`config.mk`:
```
export PLATFORM = sky130hd
export DESIGN_NAME = clkdiv_phase_gen
export DESIGN_NICKNAME = d
export VERILOG_FILES = /design/src/rtl/clkdiv_phase_gen.sv
export SDC_FILE = /design/constraint.sdc
export NUM_CORES = 1
export LEC_CHECK = 0
export BUFFER_PORTS_ARGS = -buffer_cell sky130_fd_sc_hd__buf_2
export CORE_AREA = 2 2 39 41
export DETAILED_ROUTE_END_ITERATION = 6
export DIE_AREA = 0 0 41 43
export MAX_ROUTING_LAYER = met4
export SLEW_MARGIN = 20
export SYNTH_ARGS = -nofsm -noshare
export SYNTH_HDL_FRONTEND = slang
export SYNTH_SLANG_ARGS = --single-unit
```
`constraint.sdc`:
```
create_clock -name hclkin -period 3.46 [get_ports hclkin]
set_clock_uncertainty 0.1 [all_clocks]
set_input_delay 0.692 -clock hclkin [delete_from_list [all_inputs] [get_ports hclkin]]
set_output_delay 0.692 -clock hclkin [all_outputs]
set_load 0.01 [all_outputs]
```
`src/rtl/clkdiv_phase_gen.sv`:
```
// clkdiv_phase_gen: parametrised clock divider / phase generator on hclkin.
// Ports: hclkin, resetn (async low), calib (phase slip), sync_in (board sync),
//        clkout, clkout_q (delayed by DIV_MODE/4), rise_en, fall_en,
//        phase (counter), locked. Macro CLKDIV_RESYNC_EN enables sync lock.
module clkdiv_phase_gen #(
    parameter int DIV_MODE      = 4,
    parameter int SYNC_PHASE    = 0,
    parameter int SYNC_LOCK_CNT = 3
) (
    input  logic                        hclkin,
    input  logic                        resetn,
    input  logic                        calib,
    input  logic                        sync_in,
    output logic                        clkout,
    output logic                        clkout_q,
    output logic                        rise_en,
    output logic                        fall_en,
    output logic [$clog2(DIV_MODE)-1:0] phase,
    output logic                        locked
);
    localparam int W  = $clog2(DIV_MODE);
    localparam int Q  = DIV_MODE / 4;
    localparam int HI = (DIV_MODE + 1) / 2;

    localparam logic [W-1:0] LAST  = W'(DIV_MODE - 1);
    localparam logic [W-1:0] ONE   = W'(1);
    localparam logic [W:0]   HI_V  = (W+1)'(HI);
    localparam logic [W:0]   DIV_V = (W+1)'(DIV_MODE);
    // Adding DIV_MODE-Q and folding once gives (cnt - Q) mod DIV_MODE.
    localparam logic [W:0]   QOFF  = (W+1)'(DIV_MODE - Q);

    logic [W-1:0] cnt;
    logic [W-1:0] nxt;
    logic [W-1:0] cnt_d;
    logic [W:0]   qsum;
    logic [W:0]   qwrap;
    logic         calib_d;
    logic         calib_rise;
    logic         locked_d;

    assign phase      = cnt;
    assign calib_rise = calib & ~calib_d;

    // Free-run / slip value: a calib rising edge holds the counter once.
    always_comb begin
        nxt = '0;
        if (calib_rise)
            nxt = cnt;
        else if (cnt == LAST)
            nxt = '0;
        else
            nxt = cnt + ONE;
    end

    always_comb begin
        qsum  = {1'b0, cnt_d} + QOFF;
        qwrap = qsum;
        if (qsum >= DIV_V)
            qwrap = qsum - DIV_V;
    end

`ifdef CLKDIV_RESYNC_EN
    localparam int GW = $clog2(2 * DIV_MODE);

    localparam logic [W-1:0]  SP       = W'(SYNC_PHASE);
    localparam logic [3:0]    LOCK_N   = 4'(SYNC_LOCK_CNT);
    localparam logic [GW-1:0] GAP_LAST = GW'(2 * DIV_MODE - 1);
    localparam logic [GW-1:0] GAP_ONE  = GW'(1);

    localparam logic [1:0] ST_HUNT   = 2'd0;
    localparam logic [1:0] ST_CHECK  = 2'd1;
    localparam logic [1:0] ST_LOCKED = 2'd2;

    logic [1:0]    state;
    logic [1:0]    state_d;
    logic [3:0]    match_cnt;
    logic [3:0]    match_d;
    logic [3:0]    match_inc;
    logic [GW-1:0] gap;
    logic [GW-1:0] gap_d;
    logic          sync_s1;
    logic          sync_s2;
    logic          sync_s3;
    logic          sedge;

    assign sedge     = sync_s2 & ~sync_s3;
    assign match_inc = match_cnt + 4'd1;

    // A sedge reload overrides any calib slip carried in nxt.
    always_comb begin
        cnt_d   = nxt;
        state_d = state;
        match_d = match_cnt;
        gap_d   = gap;
        unique case (state)
            ST_HUNT: begin
                if (sedge) begin
                    cnt_d   = SP;
                    match_d = 4'd0;
                    state_d = ST_CHECK;
                end
            end
            ST_CHECK: begin
                if (sedge) begin
                    if (nxt == SP) begin
                        match_d = match_inc;
                        if (match_inc == LOCK_N) begin
                            state_d = ST_LOCKED;
                            gap_d   = '0;
                        end
                    end else begin
                        cnt_d   = SP;
                        match_d = 4'd0;
                    end
                end
            end
            ST_LOCKED: begin
                gap_d = gap + GAP_ONE;
                if (sedge) begin
                    gap_d = '0;
                    if (nxt != SP) begin
                        cnt_d   = SP;
                        match_d = 4'd0;
                        state_d = ST_CHECK;
                    end
                end else if (gap == GAP_LAST) begin
                    // Reference lost: fall back to free-running.
                    gap_d   = '0;
                    state_d = ST_HUNT;
                end
            end
            default: state_d = ST_HUNT;
        endcase
    end

    assign locked_d = (state_d == ST_LOCKED);

    always_ff @(posedge hclkin or negedge resetn) begin
        if (!resetn) begin
            sync_s1   <= 1'b0;
            sync_s2   <= 1'b0;
            sync_s3   <= 1'b0;
            state     <= ST_HUNT;
            match_cnt <= 4'd0;
            gap       <= '0;
        end else begin
            sync_s1   <= sync_in;
            sync_s2   <= sync_s1;
            sync_s3   <= sync_s2;
            state     <= state_d;
            match_cnt <= match_d;
            gap       <= gap_d;
        end
    end
`else
    logic unused_sync;

    assign unused_sync = sync_in;
    assign cnt_d       = nxt;
    assign locked_d    = 1'b1;
`endif

    // Outputs decode the value being loaded so they always agree with phase.
    always_ff @(posedge hclkin or negedge resetn) begin
        if (!resetn) begin
            cnt      <= LAST;
            clkout   <= 1'b0;
            clkout_q <= 1'b0;
            rise_en  <= 1'b0;
            fall_en  <= 1'b0;
            calib_d  <= 1'b0;
            locked   <= 1'b0;
        end else begin
            cnt      <= cnt_d;
            clkout   <= ({1'b0, cnt_d} < HI_V);
            clkout_q <= (qwrap < HI_V);
            rise_en  <= (cnt_d == '0);
            fall_en  <= ({1'b0, cnt_d} == HI_V);
            calib_d  <= calib;
            locked   <= locked_d;
        end
    end

endmodule

```
==> impl_summary.txt <==
----------------------------------------------------
[Status]
  Result of the run ... finished, final reports clean

[CTS]
  H-tree lvl count ... 1
  Clock Latency Late Sink ... 0.25 ns
  TritonCTS clock tree ... built
  Clock transition at path regs ... 0.05 ns
  Max Buffers Root-to-Sink ... 2
  Clock Root Buffer ... sky130_fd_sc_hd__clkbuf_4
  Number of setup buffers added after CTS ... 0
  Resized cells post-CTS ... 0
  Sinks on the clock net ... 8
  Number of buffers inserted during clock tree synthesis ... 3
  Cts-stage hold buffer count ... 0

[Floorplan]
  Std-Cell Rows ... 14
  Total Die Area ... roughly 1800 sq um
  Die span in x ... 41 microns
  Chip height ... 43 microns
  I/O pin count ... 11
  Placeable core area ... roughly 1400 sq um
  Effective utilization at floorplan ... 0.244

[Placement]
  Quantity of I/O buffers inserted on ports ... 9
  Cell area reported after detailed placement ... 392 sq um
  Pre-CTS worst setup slack ... ~1.7 ns
  Post-placement cell count ... 46
  RD Place Congestion ... between 0.7 and 0.8

[Timing]
  Fin crit share ... 0.512
  Pins Over Slew Limit ... 0
  Clock period minus final worst setup slack ... around 1.8 ns
  Final-layout worst hold slack ... around 0.17 ns
  Final hold violation count ... 0
  # setup viols final ... 0
  Setup slack of the critical path after layout ... 1.69 ns
  Highest attainable clock frequency ... between 500 and 600 MHz
  Unrepaired setup endpoints after global routing ... false
  Post-route setup TNS ... 0 ns

[Setup path]
  Start of the worst register-to-register path ... phase[0]
  Setup crit start kind ... flop
  Maximum fanout along the worst path ... 7
  Worst stage delay on the critical path ... just under 0.6 ns
  Crit path capture type ... output port
  CP top delay family ... flip-flops
  Data arrival at the endpoint of the critical path ... 0.98 ns
  Start-to-end type of the worst setup path ... reg2out
  Timing startpoint of the critical path ... phase[0]
  Required time at the worst-slack endpoint ... 2.67 ns
  List of cells traversed by the critical path ... buf_2
  Slowest stage cell on the critical path ... sky130_fd_sc_hd__dfstp_2
  Crit path buffers/inverters ... 1

[Synth]
  Count of mapped cells out of synthesis ... 22
  Largest area contributor in the synthesized netlist ... sky130_fd_sc_hd__dfrtp_1
  Number of storage elements in the synthesis netlist ... 8
  Synthesized area per cell ... 15.4 sq um
  Share of synthesized area occupied by flip-flops and latches ... 0.600
  Net count after synthesis ... 28
  Number of warnings issued by yosys ... 0
  Mapped Area ... 338 sq um
  Number of unique standard cell types used by synthesis ... 12
  Fraction of post-synthesis cell area in the top cell type by area ... 0.444
  Dominant cells by area after synthesis ... sky130_fd_sc_hd__dfrtp_1 44%, sky130_fd_sc_hd__dfstp_2 16%, sky130_fd_sc_hd__mux2i_1 8.9%

[Global routing]
  Via count of the first global-routing pass ... 201
  Initial antenna violation count ... 0
  GRT Resource Usage Total ... 0.0736
  Pin count of the biggest net entering global routing ... 9
  Overflow left after global routing ... 0
  Global-route wire length before repair ... just under 800 microns

[Route]
  Remaining antenna violation count after routing ... 0
  Vias ... 192
  Via count normalized by instance count ... 3.92
  Total Wirelength ... 496 microns
  DRC violation count after routing ... 0
  DR iter-0 viols ... 1
  WL/cell ... between 10 and 15 microns
  First-pass iteration count of the detailed router ... 2

[Job]
  Max_cap viols ... 0

[Layout]
  Number of nets at the end of the flow ... just over 40
  Core utilization of the finished layout ... 0.299
  Share of cells above drive strength 1 ... 0.545
  Final design area excluding fillers ... a little over 400 sq um
  Area taken by flip-flops and latches ... around 200 sq um
  Final cell count without fillers ... 49
  Fill cell count ... approximately 140
  Number of antenna repair diodes ... 0
  Area of combinational cells with multiple inputs ... 120 sq um
  Area growth syn-to-layout ... 22.6%

[Pwr]
  Peak VDD IR ... 0.375 mV
  Pleak ... ~0.23 nW
  Post-layout total power ... about 0.4 mW
  Power density of the placed cells ... 970 nW/um^2

[Hold path]
  Min-delay worst type ... in2async

----------------------------------------------------
-- layer usage --
metal | up-vias | wire (microns) | GRT usage
met5 | - | 0 | -
met4 | 0 | 0 | 0.0600
met3 | 0 | 46 | 0.0314
met2 | 11 | 216 | 0.0969
met1 | 88 | 233 | 0.0822
li1 | 93 | - | -
-- path summary, 6_finish.rpt --
path	to	slack (ns)	cells past startpoint
max	phase[0]	1.69	1
min	clkout_q	0.17	1
max reg2reg	clkout_q	1.82	4
min reg2reg	clkout	0.49	1
max in group asynchronous	phase[1]	2.86	1
min in group hclkin	clkout	0.49	1
-- registers in the layout, summed over array words and instances, names as in the netlist --
name and cells:
locked 1, calib_d 1, fall_en 1, rise_en 1, phase 2, clkout_q 1
clkout 1
-- kinds of logic after synthesis --
| group | after synthesis | share of synthesized area |
|---|---|---|
| DFF | 8 | 0.600 |
| muxes | 5 | 0.178 |
| and+or+nand+nor | 3 | 0.0704 |
| buffers and inverters | 2 | 0.0444 |
| adders and majority gates | 2 | 0.0741 |
| AOI/OAI and AO/OA | 1 | 0.0222 |
| other | 1 | 0.0111 |
-- synth_stat cells --
library cell,instances
sky130_fd_sc_hd__dfstp_2,2
sky130_fd_sc_hd__mux2_4,2
sky130_fd_sc_hd__buf_6,1
sky130_fd_sc_hd__o21bai_1,1
sky130_fd_sc_hd__nor2_1,1
sky130_fd_sc_hd__mux2i_1,3
sky130_fd_sc_hd__conb_1,1
sky130_fd_sc_hd__or2_2,1
sky130_fd_sc_hd__nand2b_4,1
sky130_fd_sc_hd__ha_1,2
sky130_fd_sc_hd__dfrtp_1,6
sky130_fd_sc_hd__inv_1,1
-- power breakdown --
part           switching [mW]  internal (mW)
logic                  0.0791         0.0889
clock network          0.0293         0.0395
registers              0.0234          0.142
total                   0.132          0.270
-- placed cells by master, fill, tap and decap left out, types with 2 or more instances in the layout --
| master | synthesis | final |
|---|---|---|
| sky130_fd_sc_hd__mux2i_1 | 3 | 3 |
| sky130_fd_sc_hd__clkbuf_4 | 0 | 3 |
| sky130_fd_sc_hd__ha_1 | 2 | 2 |
| sky130_fd_sc_hd__dfrtp_1 | 6 | 6 |
| sky130_fd_sc_hd__dfstp_2 | 2 | 2 |
| sky130_fd_sc_hd__buf_2 | 0 | 9 |
| sky130_fd_sc_hd__mux2_4 | 2 | 2 |
-- area by class of cell --
cell class,instances,area share
Sequential cell,8,0.489
Multi-Input combinational cell,12,0.290
Timing Repair Buffer,9,0.109
Clock buffer,3,0.0544
Tap cell,16,0.0483
Inverter,1,0.00906
Power figures use the tool's default switching activity.
